### config.mk
export PLATFORM = sky130hd
export DESIGN_NAME = resp_collector
export DESIGN_NICKNAME = d
export VERILOG_FILES = /design/src/rtl/resp_collector_pkg.sv /design/src/rtl/resp_fifo.sv /design/src/rtl/resp_collector.sv
export SDC_FILE = /design/constraint.sdc
export NUM_CORES = 1
export LEC_CHECK = 0
export BUFFER_PORTS_ARGS = -buffer_cell sky130_fd_sc_hd__buf_4
export CORE_MARGIN = 4
export CORE_UTILIZATION = 55
export CTS_CLUSTER_SIZE = 30
export DETAILED_ROUTE_END_ITERATION = 16
export PLACE_DENSITY = 0.77
export SYNTH_ARGS = -nofsm -noshare
export SYNTH_HDL_FRONTEND = slang
export SYNTH_SLANG_ARGS = --single-unit
### constraint.sdc
create_clock -name c_clk -period 7.6 [get_ports c_clk]
set_clock_uncertainty 0.15 [all_clocks]
set_input_delay 0 -clock c_clk [delete_from_list [all_inputs] [get_ports c_clk]]
set_output_delay 0 -clock c_clk [all_outputs]
set_load 0.05 [all_outputs]
### src/rtl/resp_collector_pkg.sv
// resp_collector_pkg: response codes, entry width and default queue depth shared by the collector
package resp_collector_pkg;

    typedef enum logic [1:0] {
        RESP_NONE = 2'b00,
        RESP_GOOD = 2'b01,
        RESP_ERR  = 2'b10,
        RESP_ILL  = 2'b11
    } resp_e;

    localparam int ENTRY_W            = 36;
    localparam int DEFAULT_FIFO_DEPTH = 4;

endpackage

### src/rtl/resp_fifo.sv
// resp_fifo: per-port response queue with count-based full/empty and drop-on-full
module resp_fifo
    import resp_collector_pkg::*;
#(
    parameter int DEPTH = DEFAULT_FIFO_DEPTH
) (
    input  logic               c_clk,
    input  logic               reset_n,
    input  logic               push,
    input  logic [ENTRY_W-1:0] entry,
    input  logic               pop,
    output logic               vld,
    output logic [ENTRY_W-1:0] head,
    output logic [3:0]         cnt,
    output logic               drop
);

    localparam int PW = $clog2(DEPTH);

    logic [ENTRY_W-1:0] mem [DEPTH];
    logic [PW-1:0]      wr_ptr;
    logic [PW-1:0]      rd_ptr;
    logic               full;
    logic               do_pop;
    logic               do_push;

    assign full    = cnt == 4'(DEPTH);
    assign vld     = cnt != 4'd0;
    assign do_pop  = vld & pop;
    assign do_push = push & (!full | do_pop);
    assign drop    = push & full & !do_pop;
    assign head    = mem[rd_ptr];

    // pointers wrap naturally at the power-of-two depth; occupancy tracks push minus pop
    always_ff @(posedge c_clk or negedge reset_n) begin
        if (!reset_n) begin
            wr_ptr <= '0;
            rd_ptr <= '0;
            cnt    <= '0;
        end else begin
            if (do_push) wr_ptr <= wr_ptr + 1'b1;
            if (do_pop) rd_ptr <= rd_ptr + 1'b1;
            cnt <= cnt + 4'(do_push) - 4'(do_pop);
        end
    end

    // storage is not reset; discarded entries are unreachable once the pointers clear
    always_ff @(posedge c_clk) begin
        if (do_push) mem[wr_ptr] <= entry;
    end

endmodule

### src/rtl/resp_collector.sv
// resp_collector: decodes four ALU response ports into independent queues with sticky error flags
module resp_collector
    import resp_collector_pkg::*;
#(
    parameter int FIFO_DEPTH = DEFAULT_FIFO_DEPTH
) (
    input  logic        c_clk,
    input  logic        reset_n,
    input  logic [31:0] in_data1,
    input  logic [31:0] in_data2,
    input  logic [31:0] in_data3,
    input  logic [31:0] in_data4,
    input  logic [1:0]  in_resp1,
    input  logic [1:0]  in_resp2,
    input  logic [1:0]  in_resp3,
    input  logic [1:0]  in_resp4,
    input  logic [1:0]  in_tag1,
    input  logic [1:0]  in_tag2,
    input  logic [1:0]  in_tag3,
    input  logic [1:0]  in_tag4,
    output logic        rsp_vld1,
    output logic        rsp_vld2,
    output logic        rsp_vld3,
    output logic        rsp_vld4,
    input  logic        rsp_rdy1,
    input  logic        rsp_rdy2,
    input  logic        rsp_rdy3,
    input  logic        rsp_rdy4,
    output logic [31:0] rsp_data1,
    output logic [31:0] rsp_data2,
    output logic [31:0] rsp_data3,
    output logic [31:0] rsp_data4,
    output logic [1:0]  rsp_resp1,
    output logic [1:0]  rsp_resp2,
    output logic [1:0]  rsp_resp3,
    output logic [1:0]  rsp_resp4,
    output logic [1:0]  rsp_tag1,
    output logic [1:0]  rsp_tag2,
    output logic [1:0]  rsp_tag3,
    output logic [1:0]  rsp_tag4,
    output logic        ovf_err1,
    output logic        ovf_err2,
    output logic        ovf_err3,
    output logic        ovf_err4,
    output logic        ill_err1,
    output logic        ill_err2,
    output logic        ill_err3,
    output logic        ill_err4,
    output logic [3:0]  cnt1,
    output logic [3:0]  cnt2,
    output logic [3:0]  cnt3,
    output logic [3:0]  cnt4
);

    logic [3:0][31:0]        dat;
    logic [3:0][1:0]         rsp;
    logic [3:0][1:0]         tg;
    logic [3:0]              rdy;
    logic [3:0]              vld;
    logic [3:0]              drop;
    logic [3:0]              ill_hit;
    logic [3:0]              ovf_q;
    logic [3:0]              ill_q;
    logic [3:0][ENTRY_W-1:0] head;
    logic [3:0][3:0]         cnt;

    assign dat = {in_data4, in_data3, in_data2, in_data1};
    assign rsp = {in_resp4, in_resp3, in_resp2, in_resp1};
    assign tg  = {in_tag4, in_tag3, in_tag2, in_tag1};
    assign rdy = {rsp_rdy4, rsp_rdy3, rsp_rdy2, rsp_rdy1};

    for (genvar i = 0; i < 4; i++) begin : g_port
        assign ill_hit[i] = rsp[i] == RESP_ILL;
        resp_fifo #(.DEPTH(FIFO_DEPTH)) u_fifo (
            .c_clk   (c_clk),
            .reset_n (reset_n),
            .push    (rsp[i] == RESP_GOOD || rsp[i] == RESP_ERR),
            .entry   ({rsp[i], tg[i], dat[i]}),
            .pop     (rdy[i]),
            .vld     (vld[i]),
            .head    (head[i]),
            .cnt     (cnt[i]),
            .drop    (drop[i])
        );
    end

    // sticky overflow and illegal-code flags, cleared only by reset
    always_ff @(posedge c_clk or negedge reset_n) begin
        if (!reset_n) begin
            ovf_q <= '0;
            ill_q <= '0;
        end else begin
            ovf_q <= ovf_q | drop;
            ill_q <= ill_q | ill_hit;
        end
    end

    assign {rsp_vld4, rsp_vld3, rsp_vld2, rsp_vld1} = vld;
    assign {ovf_err4, ovf_err3, ovf_err2, ovf_err1} = ovf_q;
    assign {ill_err4, ill_err3, ill_err2, ill_err1} = ill_q;
    assign {rsp_resp1, rsp_tag1, rsp_data1} = head[0];
    assign {rsp_resp2, rsp_tag2, rsp_data2} = head[1];
    assign {rsp_resp3, rsp_tag3, rsp_data3} = head[2];
    assign {rsp_resp4, rsp_tag4, rsp_data4} = head[3];
    assign cnt1 = cnt[0];
    assign cnt2 = cnt[1];
    assign cnt3 = cnt[2];
    assign cnt4 = cnt[3];

endmodule

# [Yosys cells after proc, flatten, opt, wreduce, memory -nomap -nowiden]
# Memories as Yosys holds them, arrays and structs flattened.
# Index checks and enable logic that the tools add are counted.
[word_totals] regBits=40 latchBits=0 ram_bits=576 rom_bits=0 inputBits=150 out_inout_bits=172 wordCells=96 memories=4
[memory_table] memory="g_port[0].u_fifo.mem" words=4 word_bits=36 rd=1 rd_ports_with_merged_regs=0 write_ports=1 line="resp_fifo.sv:20" rtl="logic [ENTRY_W-1:0] mem [DEPTH];"
[memory_table] memory="g_port[1].u_fifo.mem" words=4 word_bits=36 rd=1 rd_ports_with_merged_regs=0 write_ports=1 line="resp_fifo.sv:20"
[memory_table] memory="g_port[2].u_fifo.mem" words=4 word_bits=36 rd=1 rd_ports_with_merged_regs=0 write_ports=1 line="resp_fifo.sv:20"
[memory_table] memory="g_port[3].u_fifo.mem" words=4 word_bits=36 rd=1 rd_ports_with_merged_regs=0 write_ports=1 line="resp_fifo.sv:20"
[classes] add_sub_neg=16 n_mul=0 div_mod_pow=0 order_cmp=0 n_eq_ne=16 n_shift=0 mux=8 bitwise_logic=22 n_reduce_logical=16
[ops] operator="$add 2x1->2 const B" count=8
[ops] operator="$add 4x1->4" count=4
[ops] operator="$and 1x1->1" count=16
[ops] operator="$eq 2x2->1 const B" count=8
[ops] operator="$eq 4x3->1 const B" count=4
[ops] operator="$reduce_bool 4->1" count=4
[ops] operator="$sub 4x1->4" count=4
[ops] operator="$eq 2x1->1 const B" count=4
[ops] operator="$logic_not 1->1" count=8
[ops] operator="$mux 1" count=8
[ops] operator="$or 4x4->4" count=2
[ops] operator="$logic_or 1x1->1" count=4
[ops] operator="$or 1x1->1" count=4

# [Longest topological paths before layout]
[logic_depth] depth_word=6 mapped_depth=11 depth_no_buf=11

# [By module]
# Synthesis repeated with hierarchy kept, for this count alone.
[hier_totals] hier_cells=964 area_unflattened_um2=23272.3
[by_module_without_submodules] mod="resp_fifo" instances=4 cells_each=236 area_each_um2=5743.0 seq_area_each_um2=4524.3
[by_module_without_submodules] mod="resp_collector" instances=1 cells_each=20 area_each_um2=300.3 seq_area_each_um2=200.2

# [Worst setup path before layout]
# Ideal clock, no wire load.
[synth_path] path_kind="register to register" start="register g_port[0].u_fifo.cnt[2]" end="register g_port[0].u_fifo.cnt[2]" setup_ps=123 arrival_time_ps=2733 required_ps=7327 slack_ps=4594 path_stages_with_launch=11 n_path_buf=0 synth_period_minus_slack_ps=3006 cell_sequence="dfrtp_1 > inv_1 > ha_1 > or3b_2 > nand2_1 > inv_1 > ha_1 > inv_1 > ha_1 > fa_1 > xor2_1"
[synth_via] elab_chain_cells=6 elab_cells_between_ends=8 classes_between="2 x add/sub; 1 x eq/ne; 3 x bitwise; 2 x reduce/logical"
[synth_rtl] item="start: declaration" line="resp_fifo.sv:14" rtl="output logic [3:0] cnt,"
[synth_rtl] item="start signal: assignment" line="resp_fifo.sv:43" rtl="cnt <= cnt + 4'(do_push) - 4'(do_pop);"
[synth_rtl] item="$reduce_bool 4->1 *" line="resp_fifo.sv:28" rtl="assign vld = cnt != 4'd0;"
[synth_rtl] item="named net rsp_vld1" line="resp_collector.sv:21" rtl="output logic rsp_vld1,"
[synth_rtl] item="$and 1x1->1 *" line="resp_fifo.sv:29" rtl="assign do_pop = vld & pop;"
[synth_rtl] item="named net g_port[0].u_fifo.do_pop" line="resp_fifo.sv:24" rtl="logic do_pop;"
[synth_rtl] item="$or 1x1->1" line="resp_fifo.sv:30" rtl="assign do_push = push & (!full | do_pop);"
[synth_rtl] item="$and 1x1->1" line="resp_fifo.sv:30"
[synth_rtl] item="$add 4x1->4" line="resp_fifo.sv:43"
[synth_rtl] item="$sub 4x1->4 *" line="resp_fifo.sv:43"
# The timed path passes the listed nets; every way through them passes the cells marked *.
# A chain may end at the register's enable or synchronous reset.

# [Final worst setup path]
[layout_path] start="register g_port[0].u_fifo.cnt[2]" end="register g_port[0].u_fifo.cnt[3]"
[layout_via] elab_chain_cells=6 elab_cells_between_ends=8 classes_between="2 x add/sub; 1 x eq/ne; 3 x bitwise; 2 x reduce/logical"
[layout_rtl] item="$reduce_bool 4->1 *" line="resp_fifo.sv:28"
[layout_rtl] item="$and 1x1->1 *" line="resp_fifo.sv:29"
[layout_rtl] item="named net g_port[0].u_fifo.do_pop" line="resp_fifo.sv:24"
[layout_rtl] item="$or 1x1->1" line="resp_fifo.sv:30"
[layout_rtl] item="$and 1x1->1" line="resp_fifo.sv:30"
[layout_rtl] item="$add 4x1->4" line="resp_fifo.sv:43"
[layout_rtl] item="$sub 4x1->4 *" line="resp_fifo.sv:43"
# Marks and branches as above.

==> results_tabular.tex <==
\begin{tabular}{lr}
\hline
Metric & Value \\
\hline
\multicolumn{2}{l}{\textbf{Clocking}} \\
\quad Post-CTS resize count & 0 \\
\quad CTS clk-pin slew, worst paths & 0.07 ns \\
\quad CTS tree & done \\
\quad Buffer depth of the longest clock path & 3 \\
\quad Setup Fix Bufs, Post-CTS & 0 \\
\quad CTS Root Cell & sky130\_fd\_sc\_hd\_\_clkbuf\_16 \\
\quad CTS sink cnt & 616 \\
\quad CTS hold repair buffers & 277 \\
\quad Total number of H-tree levels & 2 \\
\quad Total CTS buffers & 59 \\
\quad Source-to-sink clock delay at the later pin of the worst-skew pair & 0.60 ns \\
\multicolumn{2}{l}{\textbf{Timing}} \\
\quad Fmax & 0.344 GHz \\
\quad Crit path time final & 2.91 ns \\
\quad RSZ-0062 raised after global routing & no \\
\quad Setup tns final & 0 ns \\
\quad Relative slew slack & 33.3\% \\
\quad Period utilization & 38.3\% \\
\quad Count of final setup violators & 0 \\
\quad Endpoints failing hold & 0 \\
\quad Max-slew violation count & 0 \\
\quad Slew at the pin with the worst max-slew slack & 1.00 ns \\
\multicolumn{2}{l}{\textbf{Setup path}} \\
\quad Worst Setup Start Kind & flop \\
\quad Crit-path max FO & 3 \\
\quad Arrival time of data at the critical path endpoint & 3.26 ns \\
\quad Register-to-Register Path Depth & 11 \\
\quad Setup crit end kind & flop \\
\quad Reg2Reg Setup Slack & 4.69 ns \\
\quad Reg-to-reg critical path startpoint & g\_port[0].u\_fifo.cnt[2]\$\_DFF\_PN0\_ \\
\quad RR Endpoint & g\_port[0].u\_fifo.cnt[3]\$\_DFF\_PN0\_ \\
\quad Crit Path Class & reg2reg \\
\quad Required time reported for the critical path endpoint & 7.96 ns \\
\multicolumn{2}{l}{\textbf{Global routing}} \\
\quad Pin count of the biggest net entering global routing & 41 \\
\quad Global route total overflow & 0 \\
\quad Antenna violations before repair & 1 \\
\quad Overall track demand over capacity in global routing & 22.7\% \\
\quad Number of global-route vias before repair & 13086 \\
\quad First-pass GRT wire length & 77900 um \\
\multicolumn{2}{l}{\textbf{Final layout}} \\
\quad Fill cells & 2277 \\
\quad Area grow syn2layout & 32.7\% \\
\quad Number of nets in the layout & 1807 \\
\quad Sequential cell area & 18300 um\^{}2 \\
\quad Most common cell after layout, fill and taps aside & sky130\_fd\_sc\_hd\_\_edfxtp\_1 \\
\quad Top library cells by usage in the layout, fill and taps aside & 576 x sky130\_fd\_sc\_hd\_\_edfxtp\_1, 341 x sky130\_fd\_sc\_hd\_\_buf\_4, 276 x sky130\_fd\_sc\_hd\_\_dlygate4sd3\_1, 144 x sky130\_fd\_sc\_hd\_\_mux4\_2, 59 x sky130\_fd\_sc\_hd\_\_clkbuf\_16 \\
\quad Fraction of final layout cells sized beyond drive strength 1 & 36.0\% \\
\quad Area of combinational cells with multiple inputs & 4480 um\^{}2 \\
\multicolumn{2}{l}{\textbf{Flow run}} \\
\quad MaxCap Viol Count & 0 \\
\multicolumn{2}{l}{\textbf{Floorplanning}} \\
\quad Horizontal die dimension & 214 um \\
\quad Number of top-level pins & 322 \\
\quad Die H & 214 um \\
\quad Site Rows & 75 \\
\quad Die area & 45600 um\^{}2 \\
\quad Starting Density & 55.5\% \\
\quad Area of the core & 41900 um\^{}2 \\
\multicolumn{2}{l}{\textbf{Outcome}} \\
\quad Outcome & completed \\
\multicolumn{2}{l}{\textbf{Power}} \\
\quad Post-route total power & 13.4 mW \\
\quad Power density over the cells & 434 nW/um\^{}2 \\
\quad Lkg Pwr & 11.2 nW \\
\quad Peak supply drop & 409 uV \\
\multicolumn{2}{l}{\textbf{Route}} \\
\quad Number of design rule violations left after detail routing & 0 \\
\quad Total iterations of the first detailed-routing run & 4 \\
\quad Max layer used & met4 \\
\quad Post-DRT Antenna Nets & 0 \\
\quad Met3 Wirelength & 3820 um \\
\quad Via density & 5.49 \\
\quad Avg WL per Cell & 23.2 um \\
\quad Routed length on met1 & 18800 um \\
\quad Routed via count & 12068 \\
\quad Overall routed net length & 51100 um \\
\quad First-iteration detailed-routing DRC count & 938 \\
\quad Routed length on met2 & 26700 um \\
\multicolumn{2}{l}{\textbf{Synthesis}} \\
\quad Top area cells in the synthesized netlist & sky130\_fd\_sc\_hd\_\_edfxtp\_1 74\%, sky130\_fd\_sc\_hd\_\_mux4\_2 14\%, sky130\_fd\_sc\_hd\_\_dfrtp\_1 4.3\%, sky130\_fd\_sc\_hd\_\_ha\_1 2.4\%, sky130\_fd\_sc\_hd\_\_buf\_12 0.69\% \\
\quad Cell variety after synth & 24 \\
\quad Share of Yosys cell area claimed by the top area cell type & 74.4\% \\
\quad Combined area of all synthesized cells & 23200 um\^{}2 \\
\quad Post-synth net total & 1160 \\
\quad Mean cell area of the mapped netlist & 24.2 um\^{}2 \\
\quad Count of mapped cells out of synthesis & 962 \\
\quad Largest area contributor in the netlist & sky130\_fd\_sc\_hd\_\_edfxtp\_1 \\
\quad Number of synthesized register bits & 616 \\
\quad Seq/Total Area, Yosys & 78.7\% \\
\quad Synth Warn \# & 0 \\
\multicolumn{2}{l}{\textbf{Hold path}} \\
\quad Hold Startpoint & in\_data3[25] \\
\quad WHS Path Cells & 2 \\
\quad Class of the tightest hold or removal check & in2reg \\
\quad Terminating pin of the worst hold path & g\_port[2].u\_fifo.mem[3][25]\$\_DFFE\_PP\_ \\
\multicolumn{2}{l}{\textbf{Place}} \\
\quad HPWL Detailed & 27600 um \\
\quad Final weighted congestion in routability-driven placement & 0.727 \\
\quad Quantity of I/O buffers inserted on ports & 321 \\
\hline
\end{tabular}
-- cell usage after synthesis --
cell type	instances
sky130_fd_sc_hd__dfrtp_1	40
sky130_fd_sc_hd__fa_1	4
sky130_fd_sc_hd__a21o_1	4
sky130_fd_sc_hd__nand2_1	4
sky130_fd_sc_hd__buf_4	4
sky130_fd_sc_hd__a31o_2	4
sky130_fd_sc_hd__edfxtp_1	576
sky130_fd_sc_hd__nor3b_1	4
sky130_fd_sc_hd__mux2_2	4
sky130_fd_sc_hd__or3b_2	4
sky130_fd_sc_hd__mux4_2	144
sky130_fd_sc_hd__a21oi_1	4
sky130_fd_sc_hd__buf_6	4
sky130_fd_sc_hd__or2_2	4
sky130_fd_sc_hd__ha_1	44
sky130_fd_sc_hd__a21boi_2	4
sky130_fd_sc_hd__and2_1	16
sky130_fd_sc_hd__xor2_1	5
sky130_fd_sc_hd__xnor2_1	15
sky130_fd_sc_hd__nand2b_1	4
sky130_fd_sc_hd__buf_2	16
sky130_fd_sc_hd__inv_1	42
sky130_fd_sc_hd__buf_12	8
sky130_fd_sc_hd__nand3_1	4
-- routing by layer --
metal,track usage [%],vias up
met5,0,-
met4,8.14,0
met3,5.52,105
met2,38.7,450
met1,28.9,6237
li1,-,5276
-- per-stage QoR --
step / util, % / worst slack (ns) / cells / hold slack [ns] / area, um^2
4_1_cts: 73.7 / 4.64 / 2197 / 0.00146 / 30800
3_5_place_dp: 62.5 / 4.89 / 1810 / -0.0993 / 26200
3_3_place_gp: 62.5 / 5.00 / 1810 / -0.107 / 26200
6_report: 73.7 / 4.69 / 2198 / 0.0297 / 30800
2_1_floorplan: - / 4.59 / 962 / -0.446 / 23200
5_1_grt: 73.7 / 4.52 / 2198 / 0.0105 / 30800
-- worst max path at each step --
stage / start / to / slack (ns) / depth (start not counted)
2_1_floorplan: g_port[0].u_fifo.cnt[2]$_DFF_PN0_ / g_port[0].u_fifo.cnt[2]$_DFF_PN0_ / 4.59 / 10
3_3_place_gp: g_port[0].u_fifo.cnt[2]$_DFF_PN0_ / g_port[0].u_fifo.cnt[2]$_DFF_PN0_ / 5.00 / 10
3_5_place_dp: g_port[2].u_fifo.cnt[2]$_DFF_PN0_ / g_port[2].u_fifo.cnt[2]$_DFF_PN0_ / 4.89 / 11
4_1_cts: g_port[1].u_fifo.rd_ptr[0]$_DFFE_PN0P_ / rsp_tag2[0] / 4.64 / 3
5_1_grt: g_port[2].u_fifo.rd_ptr[0]$_DFFE_PN0N_ / rsp_data3[29] / 4.52 / 3
6_report: g_port[0].u_fifo.cnt[2]$_DFF_PN0_ / g_port[0].u_fifo.cnt[3]$_DFF_PN0_ / 4.69 / 11
-- state kept, by name, summed over array words and instances, names as in the netlist --
signal	flops
g_port.u_fifo.rd_ptr	8
ill_q	4
ovf_q	4
g_port.u_fifo.mem	576
g_port.u_fifo.wr_ptr	8
g_port.u_fifo.cnt	16
-- power breakdown --
group | switching (mW) | internal [mW] | total [mW]
Clock | 1.22 | 1.64 | 2.86
Sequential | 0.329 | 4.54 | 4.87
Combinational | 3.71 | 1.96 | 5.66
-- kinds of logic (layout without fill, tap and decap cells) --
| family | after synthesis | count (layout) | synth area share, % |
|---|---|---|---|
| other | 0 | 1 | 0 |
| multiplexers | 148 | 148 | 14.1 |
| buffers and inverters | 74 | 770 | 2.03 |
| adder cells (fa/ha/maj) | 48 | 48 | 2.71 |
| XOR/XNOR | 20 | 20 | 0.754 |
| AO/OA/AOI/OAI | 16 | 16 | 0.560 |
| AND/OR/NAND/NOR | 40 | 40 | 1.08 |
| flip-flops | 616 | 616 | 78.7 |
-- final cells by class --
cell class / count / area share [%]
Clock buffer: 74 / 5.00
Sequential cell: 616 / 59.3
Timing Repair Buffer: 618 / 17.3
Clock inverter: 36 / 1.09
Tap cell: 539 / 2.19
Inverter: 42 / 0.511
Antenna cell: 1 / 0.00811
Multi-Input combinational cell: 272 / 14.5
-- critical path, cell delays in order (launching register included) --
cell and delay (ns):
sky130_fd_sc_hd__dfrtp_1 0.41, sky130_fd_sc_hd__inv_1 0.13, sky130_fd_sc_hd__ha_1 0.19, sky130_fd_sc_hd__or3b_2 0.50, sky130_fd_sc_hd__nand2_1 0.17, sky130_fd_sc_hd__inv_1 0.08, sky130_fd_sc_hd__ha_1 0.31, sky130_fd_sc_hd__inv_1 0.06
sky130_fd_sc_hd__ha_1 0.20, sky130_fd_sc_hd__a21o_1 0.17, sky130_fd_sc_hd__a21oi_1 0.20, sky130_fd_sc_hd__xor2_1 0.23
No activity file was read; power rests on OpenSTA's default activity.
